### src/rtl/rv64_alu_pkg.sv
// +----------------------------------------------------------------------------+
// | rv64_alu_pkg                                                               |
// | ALU op codes and RV64I opcode/funct constants shared by the decode stage.  |
// | Revision: 1.0                                                              |
// +----------------------------------------------------------------------------+
`default_nettype none

package rv64_alu_pkg;

  typedef enum logic [2:0] {
    ALU_ADD  = 3'd0,
    ALU_ADDW = 3'd1,
    ALU_SUB  = 3'd2,
    ALU_SUBW = 3'd3,
    ALU_SLL  = 3'd4,
    ALU_SLLW = 3'd5,
    ALU_SRA  = 3'd6,
    ALU_SRAW = 3'd7
  } alu_op_e;

  localparam logic [6:0] OPC_OP        = 7'b0110011;
  localparam logic [6:0] OPC_OP_IMM    = 7'b0010011;
  localparam logic [6:0] OPC_OP_32     = 7'b0111011;
  localparam logic [6:0] OPC_OP_IMM_32 = 7'b0011011;

  localparam logic [2:0] F3_ADD = 3'b000;
  localparam logic [2:0] F3_SLL = 3'b001;
  localparam logic [2:0] F3_SRA = 3'b101;

  localparam logic [6:0] F7_BASE = 7'b0000000;
  localparam logic [6:0] F7_ALT  = 7'b0100000;

endpackage

`default_nettype wire

### src/rtl/rv64_alu_decode_if.sv
// +----------------------------------------------------------------------------+
// | rv64_alu_decode_if                                                         |
// | Instruction-in / ALU-bundle-out handshake bundle of the decode stage.      |
// | Revision: 1.0                                                              |
// +----------------------------------------------------------------------------+
`default_nettype none

interface rv64_alu_decode_if #(
  parameter int XLEN = 64
);
  import rv64_alu_pkg::*;

  logic            in_valid;
  logic            in_ready;
  logic [31:0]     inst;
  logic [XLEN-1:0] rs1_val;
  logic [XLEN-1:0] rs2_val;
  logic            out_valid;
  logic            out_ready;
  logic [XLEN-1:0] alu_a;
  logic [XLEN-1:0] alu_b;
  alu_op_e         alu_op;
  logic [4:0]      rd;
  logic            illegal;

  modport master (
    output in_valid, inst, rs1_val, rs2_val, out_ready,
    input  in_ready, out_valid, alu_a, alu_b, alu_op, rd, illegal
  );

  modport slave (
    input  in_valid, inst, rs1_val, rs2_val, out_ready,
    output in_ready, out_valid, alu_a, alu_b, alu_op, rd, illegal
  );

endinterface

`default_nettype wire

### src/rtl/rv64_alu_op_decode.sv
// +----------------------------------------------------------------------------+
// | rv64_alu_op_decode                                                         |
// | Combinational map of inst/rs1/rs2 to ALU operands, op code, illegal flag.  |
// | Revision: 1.0                                                              |
// +----------------------------------------------------------------------------+
`default_nettype none

module rv64_alu_op_decode
  import rv64_alu_pkg::*;
#(
  parameter int XLEN = 64
) (
  input  logic [31:0]     inst,
  input  logic [XLEN-1:0] rs1_val,
  input  logic [XLEN-1:0] rs2_val,
  output logic [XLEN-1:0] alu_a,
  output logic [XLEN-1:0] alu_b,
  output alu_op_e         alu_op,
  output logic            illegal
);

  logic [6:0]      w_opc;
  logic [2:0]      w_f3;
  logic [6:0]      w_f7;
  logic            w_is_w;
  logic [XLEN-1:0] w_imm_i;
  logic [XLEN-1:0] w_sh6_reg;
  logic [XLEN-1:0] w_sh5_reg;
  logic [XLEN-1:0] w_sh6_imm;
  logic [XLEN-1:0] w_sh5_imm;
  logic [XLEN-1:0] w_b;
  alu_op_e         w_op;
  logic            w_legal;
  logic            w_unused_fields;

  assign w_opc     = inst[6:0];
  assign w_f3      = inst[14:12];
  assign w_f7      = inst[31:25];
  assign w_is_w    = (w_opc == OPC_OP_32);
  assign w_imm_i   = {{(XLEN-12){inst[31]}}, inst[31:20]};
  assign w_sh6_reg = {{(XLEN-6){1'b0}}, rs2_val[5:0]};
  assign w_sh5_reg = {{(XLEN-5){1'b0}}, rs2_val[4:0]};
  assign w_sh6_imm = {{(XLEN-6){1'b0}}, inst[25:20]};
  assign w_sh5_imm = {{(XLEN-5){1'b0}}, inst[24:20]};

  // Register indices are consumed by the register file and the pipeline, not here.
  assign w_unused_fields = &{1'b0, inst[19:15], inst[11:7]};

  always_comb begin
    w_op    = ALU_ADD;
    w_b     = '0;
    w_legal = 1'b0;
    case (w_opc)
      OPC_OP, OPC_OP_32: begin
        if (w_f3 == F3_ADD && w_f7 == F7_BASE) begin
          w_op    = w_is_w ? ALU_ADDW : ALU_ADD;
          w_b     = rs2_val;
          w_legal = 1'b1;
        end else if (w_f3 == F3_ADD && w_f7 == F7_ALT) begin
          w_op    = w_is_w ? ALU_SUBW : ALU_SUB;
          w_b     = rs2_val;
          w_legal = 1'b1;
        end else if (w_f3 == F3_SLL && w_f7 == F7_BASE) begin
          w_op    = w_is_w ? ALU_SLLW : ALU_SLL;
          w_b     = w_is_w ? w_sh5_reg : w_sh6_reg;
          w_legal = 1'b1;
        end else if (w_f3 == F3_SRA && w_f7 == F7_ALT) begin
          w_op    = w_is_w ? ALU_SRAW : ALU_SRA;
          w_b     = w_is_w ? w_sh5_reg : w_sh6_reg;
          w_legal = 1'b1;
        end
      end
      OPC_OP_IMM: begin
        // 64-bit immediate shifts borrow inst[25] as shamt bit 5.
        if (w_f3 == F3_ADD) begin
          w_op    = ALU_ADD;
          w_b     = w_imm_i;
          w_legal = 1'b1;
        end else if (w_f3 == F3_SLL && inst[31:26] == 6'b000000) begin
          w_op    = ALU_SLL;
          w_b     = w_sh6_imm;
          w_legal = 1'b1;
        end else if (w_f3 == F3_SRA && inst[31:26] == 6'b010000) begin
          w_op    = ALU_SRA;
          w_b     = w_sh6_imm;
          w_legal = 1'b1;
        end
      end
      OPC_OP_IMM_32: begin
        if (w_f3 == F3_ADD) begin
          w_op    = ALU_ADDW;
          w_b     = w_imm_i;
          w_legal = 1'b1;
        end else if (w_f3 == F3_SLL && w_f7 == F7_BASE) begin
          w_op    = ALU_SLLW;
          w_b     = w_sh5_imm;
          w_legal = 1'b1;
        end else if (w_f3 == F3_SRA && w_f7 == F7_ALT) begin
          w_op    = ALU_SRAW;
          w_b     = w_sh5_imm;
          w_legal = 1'b1;
        end
      end
      default: begin
      end
    endcase
  end

  assign alu_a   = w_legal ? rs1_val : '0;
  assign alu_b   = w_legal ? w_b : '0;
  assign alu_op  = w_legal ? w_op : ALU_ADD;
  assign illegal = ~w_legal;

endmodule

`default_nettype wire

### src/rtl/rv64_alu_decode.sv
// +----------------------------------------------------------------------------+
// | rv64_alu_decode                                                            |
// | Single-stage valid/ready decode register feeding the rv64_alu.             |
// | Optional: RV64_ALU_DECODE_STALL_CNT_EN adds a saturating stall counter.    |
// | Revision: 1.0                                                              |
// +----------------------------------------------------------------------------+
`default_nettype none

module rv64_alu_decode
  import rv64_alu_pkg::*;
#(
  parameter int XLEN = 64
) (
  input  logic               clk,
  input  logic               rst,
  rv64_alu_decode_if.slave   bus
`ifdef RV64_ALU_DECODE_STALL_CNT_EN
  ,
  output logic [31:0]        stall_cnt
`endif
);

  logic [XLEN-1:0] w_dec_a;
  logic [XLEN-1:0] w_dec_b;
  alu_op_e         w_dec_op;
  logic            w_dec_illegal;
  logic            w_in_fire;
  logic            w_out_fire;

  logic            r_valid;
  logic [XLEN-1:0] r_alu_a;
  logic [XLEN-1:0] r_alu_b;
  alu_op_e         r_alu_op;
  logic [4:0]      r_rd;
  logic            r_illegal;

  rv64_alu_op_decode #(
    .XLEN (XLEN)
  ) u_op_decode (
    .inst    (bus.inst),
    .rs1_val (bus.rs1_val),
    .rs2_val (bus.rs2_val),
    .alu_a   (w_dec_a),
    .alu_b   (w_dec_b),
    .alu_op  (w_dec_op),
    .illegal (w_dec_illegal)
  );

  // Gating with rst keeps the upstream from seeing a transfer while the stage is held in reset.
  assign bus.in_ready = ~rst & (~r_valid | bus.out_ready);
  assign w_in_fire    = bus.in_valid & bus.in_ready;
  assign w_out_fire   = r_valid & bus.out_ready;

  always_ff @(posedge clk or posedge rst) begin
    if (rst) begin
      r_valid   <= 1'b0;
      r_alu_a   <= '0;
      r_alu_b   <= '0;
      r_alu_op  <= ALU_ADD;
      r_rd      <= '0;
      r_illegal <= 1'b0;
    end else if (w_in_fire) begin
      r_valid   <= 1'b1;
      r_alu_a   <= w_dec_a;
      r_alu_b   <= w_dec_b;
      r_alu_op  <= w_dec_op;
      r_rd      <= bus.inst[11:7];
      r_illegal <= w_dec_illegal;
    end else if (w_out_fire) begin
      r_valid   <= 1'b0;
    end
  end

  assign bus.out_valid = r_valid;
  assign bus.alu_a     = r_alu_a;
  assign bus.alu_b     = r_alu_b;
  assign bus.alu_op    = r_alu_op;
  assign bus.rd        = r_rd;
  assign bus.illegal   = r_illegal;

`ifdef RV64_ALU_DECODE_STALL_CNT_EN
  logic [31:0] r_stall_cnt;

  always_ff @(posedge clk or posedge rst) begin
    if (rst) begin
      r_stall_cnt <= '0;
    end else if (r_valid && !bus.out_ready && r_stall_cnt != 32'hFFFF_FFFF) begin
      r_stall_cnt <= r_stall_cnt + 32'd1;
    end
  end

  assign stall_cnt = r_stall_cnt;
`endif

endmodule

`default_nettype wire

### src/flat_wrapper.sv
// flat-port wrapper written by rule: the top's interface ports become plain ports
module rv64_alu_decode_flat import rv64_alu_pkg::*;
#(
  parameter int XLEN = 64
)
  (clk, rst, bus_in_valid, bus_inst, bus_rs1_val, bus_rs2_val, bus_out_ready, bus_in_ready, bus_out_valid, bus_alu_a, bus_alu_b, bus_alu_op, bus_rd, bus_illegal);
  rv64_alu_decode_if #(.XLEN(XLEN)) bus_i ();
  input  logic clk;
  input  logic rst;
  input wire logic [$bits(bus_i.in_valid)-1:0] bus_in_valid;
  input wire logic [$bits(bus_i.inst)-1:0] bus_inst;
  input wire logic [$bits(bus_i.rs1_val)-1:0] bus_rs1_val;
  input wire logic [$bits(bus_i.rs2_val)-1:0] bus_rs2_val;
  input wire logic [$bits(bus_i.out_ready)-1:0] bus_out_ready;
  output wire logic [$bits(bus_i.in_ready)-1:0] bus_in_ready;
  output wire logic [$bits(bus_i.out_valid)-1:0] bus_out_valid;
  output wire logic [$bits(bus_i.alu_a)-1:0] bus_alu_a;
  output wire logic [$bits(bus_i.alu_b)-1:0] bus_alu_b;
  output wire logic [$bits(bus_i.alu_op)-1:0] bus_alu_op;
  output wire logic [$bits(bus_i.rd)-1:0] bus_rd;
  output wire logic [$bits(bus_i.illegal)-1:0] bus_illegal;
  assign bus_i.in_valid = bus_in_valid;
  assign bus_i.inst = bus_inst;
  assign bus_i.rs1_val = bus_rs1_val;
  assign bus_i.rs2_val = bus_rs2_val;
  assign bus_i.out_ready = bus_out_ready;
  assign bus_in_ready = bus_i.in_ready;
  assign bus_out_valid = bus_i.out_valid;
  assign bus_alu_a = bus_i.alu_a;
  assign bus_alu_b = bus_i.alu_b;
  assign bus_alu_op = bus_i.alu_op;
  assign bus_rd = bus_i.rd;
  assign bus_illegal = bus_i.illegal;
  rv64_alu_decode #(.XLEN(XLEN)) u_core (.clk(clk), .rst(rst), .bus(bus_i));
endmodule
### config.mk
export PLATFORM = sky130hd
export DESIGN_NAME = rv64_alu_decode_flat
export DESIGN_NICKNAME = d
export VERILOG_FILES = /design/src/rtl/rv64_alu_pkg.sv /design/src/rtl/rv64_alu_decode_if.sv /design/src/rtl/rv64_alu_op_decode.sv /design/src/rtl/rv64_alu_decode.sv /design/src/flat_wrapper.sv
export SDC_FILE = /design/constraint.sdc
export NUM_CORES = 1
export LEC_CHECK = 0
export CAP_MARGIN = 10
export CORE_UTILIZATION = 43
export DETAILED_ROUTE_END_ITERATION = 6
export GPL_TIMING_DRIVEN = 0
export PLACE_DENSITY = 0.95
export SLEW_MARGIN = 20
export SYNTH_ARGS = -nofsm -noshare
export SYNTH_HDL_FRONTEND = slang
export SYNTH_SLANG_ARGS = --single-unit
### constraint.sdc
create_clock -name clk -period 13 [get_ports clk]
set_input_delay 3.25 -clock clk [delete_from_list [all_inputs] [get_ports clk]]
set_output_delay 3.25 -clock clk [all_outputs]
set_load 0.03 [all_outputs]
==> impl_metrics.csv, run 1 <==
group,metric,value,unit
clock_tree,cts_hold_buf,0,
die,ios,303,
run_status,outcome,"complete, no violations",
yosys,netlist_area,5870,µm²
die,rows,42,
sta,timing.final.hold_violations,0,
setup_path,endpoint_kind,"output pin",
sta,rsz0062_at_grt,"no",
yosys,ys_ff_latch,138,
finish,multiInputGateArea,2090,µm²
detailed_routing,drt_iter0_markers,319,
sta,final.min_clock_period,8.29,ns
sta,max-slew-margin-rel,47.3,%
pwr,power-per-cell-area,109,nW/µm²
clock_tree,cts_buffer_depth,2,
setup_path,worst-path-max-fanout,70,
die,core,13300,µm²
finish,final_cell_area,9700,µm²
yosys,yosysWarnings,0,
finish,final_util,73.0,%
finish,fillers,889,
die,dieArea,14100,µm²
setup_path,crit_type,"in -> out",
yosys,synth-edff-count,0,
yosys,syn-num-nets,688,
clock_tree,clkSinkCount,138,
detailed_routing,ant_nets,0,
finish,instances_no_fill,1029,
yosys,synth_seq_area_share,58.8,%
finish,diodes,0,
sta,skew,0.00462,ns
place,io_buffer_count,296,
global_routing,grt_start_max_net_pins,73,
hold_path,holdCritPathClass,"reg -> reg",
yosys,yosysTopAreaCell,"dfrtp_1",
clock_tree,cts_tree,"done",
global_routing,grt_pass1_wl,30.7,mm
sta,final_max_slew_viol_count,0,
place,place_ws,4.69,ns
yosys,synthArstFlopShare,100,%
global_routing,track_usage,28.7,%
detailed_routing,detailroute.via_count,5492,
yosys,syn_avg_cell_area,11.2,µm²
die,die_y,119,µm
pwr,cellLeakagePower,4.07,nW
sta,worstMarginPinSlew,0.783,ns
pwr,ir_drop,0.0673,mV
detailed_routing,avgViaCountPerCell,5.34,
global_routing,first_global_vias,5594,
die,initial_core_util,44.1,%
yosys,yosys_most_used_dff,"dfrtp_1",
clock_tree,cts_resized,0,
place,placedInstanceArea,9090,µm²
detailed_routing,first_pass_iters,5,
place,place_congestion,0.852,
yosys,netlist_instances,524,
sta,timing.final.ws_setup,4.71,ns
global_routing,overflow,0,
setup_path,crit_path_start_kind,"input pin",
global_routing,antenna_found_initial,0,
yosys,synth_cell_types,35,
yosys,synth.area.top_cells,"dfrtp_1 59%, a22o_1 9.6%, o21ai_2 6.0%, nand2_1 5.2%, a21oi_1 4.6%",
clock_tree,htree_levels,4,
sta,period_share,63.8,%
sta,finalSetupViolations,0,
flow_run,max_cap_violations,0,
clock_tree,clk_pin_slew_worst_paths,0.05,ns
sta,tns,0,ns
die,die_w,119,µm
place,dp.cells,997,
detailed_routing,wl_per_cell,19.0,µm
finish,synthToLayoutAreaGrowth,65.3,%
yosys,yosys.area.top_type_share,58.8,%
clock_tree,cts_setup_buffers,0,
finish,nets,1004,
sta,fmax,121,MHz
setup_path,cp_data_required_time,9.75,ns
clock_tree,cts_buffers,17,
detailed_routing,drc,0,
place,post-dp-hpwl,14.5,mm
finish,regArea,3450,µm²
clock_tree,cts-root-buf,"clkbuf_16",
finish,drive_gt1_share,10.7,%
setup_path,critPathArrivalTime,5.04,ns
clock_tree,clk_latency,0.41,ns
detailed_routing,routed_wl,19.6,mm
==> report_power, final <==
part	internal, mW	total, mW	switching [mW]
logic	0.0601	0.113	0.0527
clock network	0.309	0.501	0.192
registers	0.436	0.439	0.00343
total	0.805	1.05	0.248
==> worst max-delay path, stage by stage <==
cell,delay (ns)
clkdlybuf4s50_1,0.49
inv_8,0.37
and2_1,0.21
clkdlybuf4s50_1,0.66
==> synth_stat cells (2+ instances only) <==
cell type	n
a32o_1	6
o22ai_1	6
a31oi_1	7
buf_6	9
nand3_1	11
nor2_1	13
nand2b_1	4
a22o_1	64
and3_1	3
nand2_1	82
o31ai_1	2
dfrtp_1	138
and2_1	3
nor3_1	2
o21ai_0	18
clkbuf_1	32
a21oi_1	54
or3_1	3
buf_12	4
xnor2_1	2
inv_1	7
nor4_1	2
o21ai_2	40
==> logic make-up after synthesis <==
kind of cell / after synthesis / share of synthesized area, %
xor+xnor: 3 / 0.448
simple gates: 128 / 9.51
compound gates: 202 / 25.6
flops: 138 / 58.8
buf+inv: 53 / 5.65
==> final cells by class <==
cell class,count,area share (%)
Clock inverter,12,1.69
Inverter,7,0.348
Buffer,46,3.15
Timing Repair Buffer,297,30.8
Sequential cell,138,35.6
Tap cell,176,2.27
Multi-Input combinational cell,333,21.5
Clock buffer,20,4.60
==> worst paths after layout <==
path	start	end	slack, ns	cells after the start
worst max-delay path	rst	bus_in_ready	4.71	4
worst min-delay path	u_core.bus.alu_b[41]	u_core.bus.alu_b[41]	0.47	2
worst max register to register	u_core.bus.out_valid	u_core.bus.alu_b[54]	10.55	6
worst min register to register	u_core.bus.alu_b[41]	u_core.bus.alu_b[41]	0.47	2
max in group asynchronous	rst	u_core.bus.alu_op[0]	9.02	3
min in group asynchronous	rst	u_core.bus.alu_a[44]	3.27	2
==> cells in the final DEF (no fill, tap or decap), types with 13 or more instances in the layout <==
cell and count:
clkdlybuf4s50_1 296, dfrtp_1 138, o21ai_2 40, clkbuf_16 17, clkbuf_1 34, nor2_1 13, a22o_1 64, nand2_1 82
a21oi_1 54, o21ai_0 18
==> flip-flops by register name (all words and copies together) (netlist names) <==
| register | count |
|---|---|
| u_core.bus.out_valid | 1 |
| u_core.bus.alu_op | 3 |
| u_core.bus.alu_b | 64 |
| u_core.bus.rd | 5 |
| u_core.bus.illegal | 1 |
| u_core.bus.alu_a | 64 |
==> metrics by stage <==
| step | hold WS [ns] | total power, mW |
|---|---|---|
| floorplan | 0.650 | 0.485 |
| global placement | 0.460 | 0.556 |
| detailed placement | 0.466 | 0.559 |
| CTS | 0.478 | 1.06 |
| global route | 0.492 | 1.09 |
| finish | 0.474 | 1.05 |
==> per-layer routing <==
metal  share of wire (%)  wire [µm]  vias to the layer above  global-route usage (%)
met2                  52      10100                      279                    49.7
met1                  37       7310                     2660                    32.6
met4                 2.5        497                        0                    11.6
met3                 8.6       1690                       33                    9.53
li1                    -          -                     2520                       -
met5                   0          0                        -                       0
Power figures use the tool's default switching activity.
==> inputs of run 2 (changes only) <==
--- a/config.mk
+++ b/config.mk
@@ -6,10 +6,10 @@
 export NUM_CORES = 1
 export LEC_CHECK = 0
 export CAP_MARGIN = 10
-export CORE_UTILIZATION = 43
+export CORE_UTILIZATION = 36
 export DETAILED_ROUTE_END_ITERATION = 6
 export GPL_TIMING_DRIVEN = 0
-export PLACE_DENSITY = 0.95
+export PLACE_DENSITY = 0.87
 export SLEW_MARGIN = 20
 export SYNTH_ARGS = -nofsm -noshare
 export SYNTH_HDL_FRONTEND = slang
==> constraint.sdc (replaced) <==
create_clock -name clk -period 7.3 [get_ports clk]
set_input_delay 1.825 -clock clk [delete_from_list [all_inputs] [get_ports clk]]
set_output_delay 1.825 -clock clk [all_outputs]
set_load 0.03 [all_outputs]
==> impl_metrics.csv, run 2 (synthesis gave the netlist of run 1 again) <==
group,metric,value,unit
clock_tree,cts_setup_buffers,0,
detailed_routing,wl_per_cell,17.9,µm
setup_path,crit_path_start_kind,"input pin",
place,dp.cells,1037,
sta,final_max_slew_viol_count,0,
clock_tree,cts-root-buf,"clkbuf_16",
clock_tree,clkSinkCount,138,
setup_path,endpoint_kind,"output pin",
place,place_congestion,0.829,
place,post-dp-hpwl,14.4,mm
sta,skew,0.00685,ns
die,ios,303,
hold_path,holdCritPathClass,"reg -> reg",
setup_path,r2r_slack,4.93,ns
setup_path,crit_type,"in -> out",
sta,rsz0062_at_grt,"no",
detailed_routing,routed_wl,19.2,mm
sta,timing.final.hold_violations,0,
die,rows,46,
detailed_routing,avgViaCountPerCell,5.06,
setup_path,worstReg2RegEnd,"u_core.bus.alu_a[0]",
finish,regArea,3450,µm²
global_routing,grt_start_max_net_pins,77,
setup_path,cp_data_required_time,5.48,ns
detailed_routing,drt_iter0_markers,213,
clock_tree,cts_tree,"done",
sta,max-slew-margin-rel,44.4,%
finish,synthToLayoutAreaGrowth,66.1,%
clock_tree,clk_pin_slew_worst_paths,0.06,ns
clock_tree,cts_buffers,17,
finish,drive_gt1_share,10.9,%
pwr,cellLeakagePower,4.08,nW
die,die_w,130,µm
die,core,15900,µm²
setup_path,worst-path-max-fanout,66,
run_status,outcome,"complete, no violations",
die,initial_core_util,36.9,%
die,die_y,130,µm
finish,most-common-layout-cells,"296 x clkdlybuf4s50_1, 138 x dfrtp_1, 82 x nand2_1",
sta,final.min_clock_period,5.41,ns
global_routing,overflow,0,
finish,nets,1004,
sta,finalSetupViolations,0,
finish,instances_no_fill,1069,
clock_tree,htree_levels,4,
clock_tree,cts_resized,0,
detailed_routing,detailroute.via_count,5407,
clock_tree,cts_buffer_depth,2,
finish,multiInputGateArea,2090,µm²
global_routing,grt_pass1_wl,28.7,mm
global_routing,antenna_found_initial,0,
pwr,ir_drop,0.134,mV
setup_path,startpoint,"rst",
global_routing,track_usage,22.9,%
clock_tree,cts_hold_buf,0,
sta,worstMarginPinSlew,0.826,ns
detailed_routing,drc,0,
finish,diodes,0,
sta,fmax,185,MHz
clock_tree,clk_latency,0.41,ns
setup_path,worstReg2RegStart,"u_core.bus.out_valid",
place,io_buffer_count,296,
setup_path,critPathArrivalTime,3.59,ns
sta,period_share,74.2,%
global_routing,first_global_vias,5279,
die,dieArea,16800,µm²
finish,fillers,1276,
setup_path,crit_path_end,"bus_in_ready",
sta,tns,0,ns
detailed_routing,first_pass_iters,6,
setup_path,reg2reg_depth,5,
pwr,power-per-cell-area,191,nW/µm²
flow_run,max_cap_violations,0,
finish,final_common_cell,"clkdlybuf4s50_1",
detailed_routing,ant_nets,0,
[run 2: metrics by stage]
step	worst slack (ns)	total power [mW]	utilization, %	instance area (µm²)	hold slack, ns
global route	1.76	1.92	61.4	9750	0.487
finish	1.89	1.86	61.4	9750	0.473
global placement	-2.70	0.991	57.3	9100	0.459
floorplan	0.189	0.865	-	5870	0.650
detailed placement	1.87	0.997	57.6	9140	0.464
CTS	1.87	1.88	61.4	9750	0.478
[run 2: where the power goes]
group	switching, mW	internal (mW)	total (mW)	leakage [nW]
sequential	0.00573	0.776	0.781	1.91
combinational	0.0934	0.107	0.200	1.88
clock	0.348	0.530	0.878	0.296
[run 2: cell type report]
class,count,share of cell area [%]
flip-flops and latches,138,35.4
repair buffers,297,30.7
multi-input cells,333,21.4
clock buffers,19,4.64
plain buffers,46,3.13
well taps,216,2.77
clock inverters,13,1.59
inverters,7,0.346
[run 2: worst max-delay path, cell delays in order]
cell and delay, ns:
clkdlybuf4s50_1 0.49, inv_8 0.36, and2_1 0.21, clkdlybuf4s50_1 0.66
[run 2: metal layers]
layer	up-vias	routed length (µm)	part of all wire, %	track usage [%]
met5	-	0	0	0
met4	0	259	1.4	7.66
met3	18	2180	11	8.96
met2	261	9640	50	40.0
met1	2595	7100	37	25.5
li1	2533	-	-	-
[run 2: worst min-delay path by stage]
stage	to	from	slack, ns	cells past startpoint
after floorplan	u_core.bus.rd[0]	u_core.bus.rd[0]	0.65	2
after global placement	u_core.bus.alu_b[15]	u_core.bus.alu_b[15]	0.46	2
after detailed placement	u_core.bus.alu_b[11]	u_core.bus.alu_b[11]	0.46	2
after CTS	u_core.bus.alu_b[40]	u_core.bus.alu_b[40]	0.48	2
after global routing	u_core.bus.alu_b[11]	u_core.bus.alu_b[11]	0.49	2
final	u_core.bus.alu_b[32]	u_core.bus.alu_b[32]	0.47	2
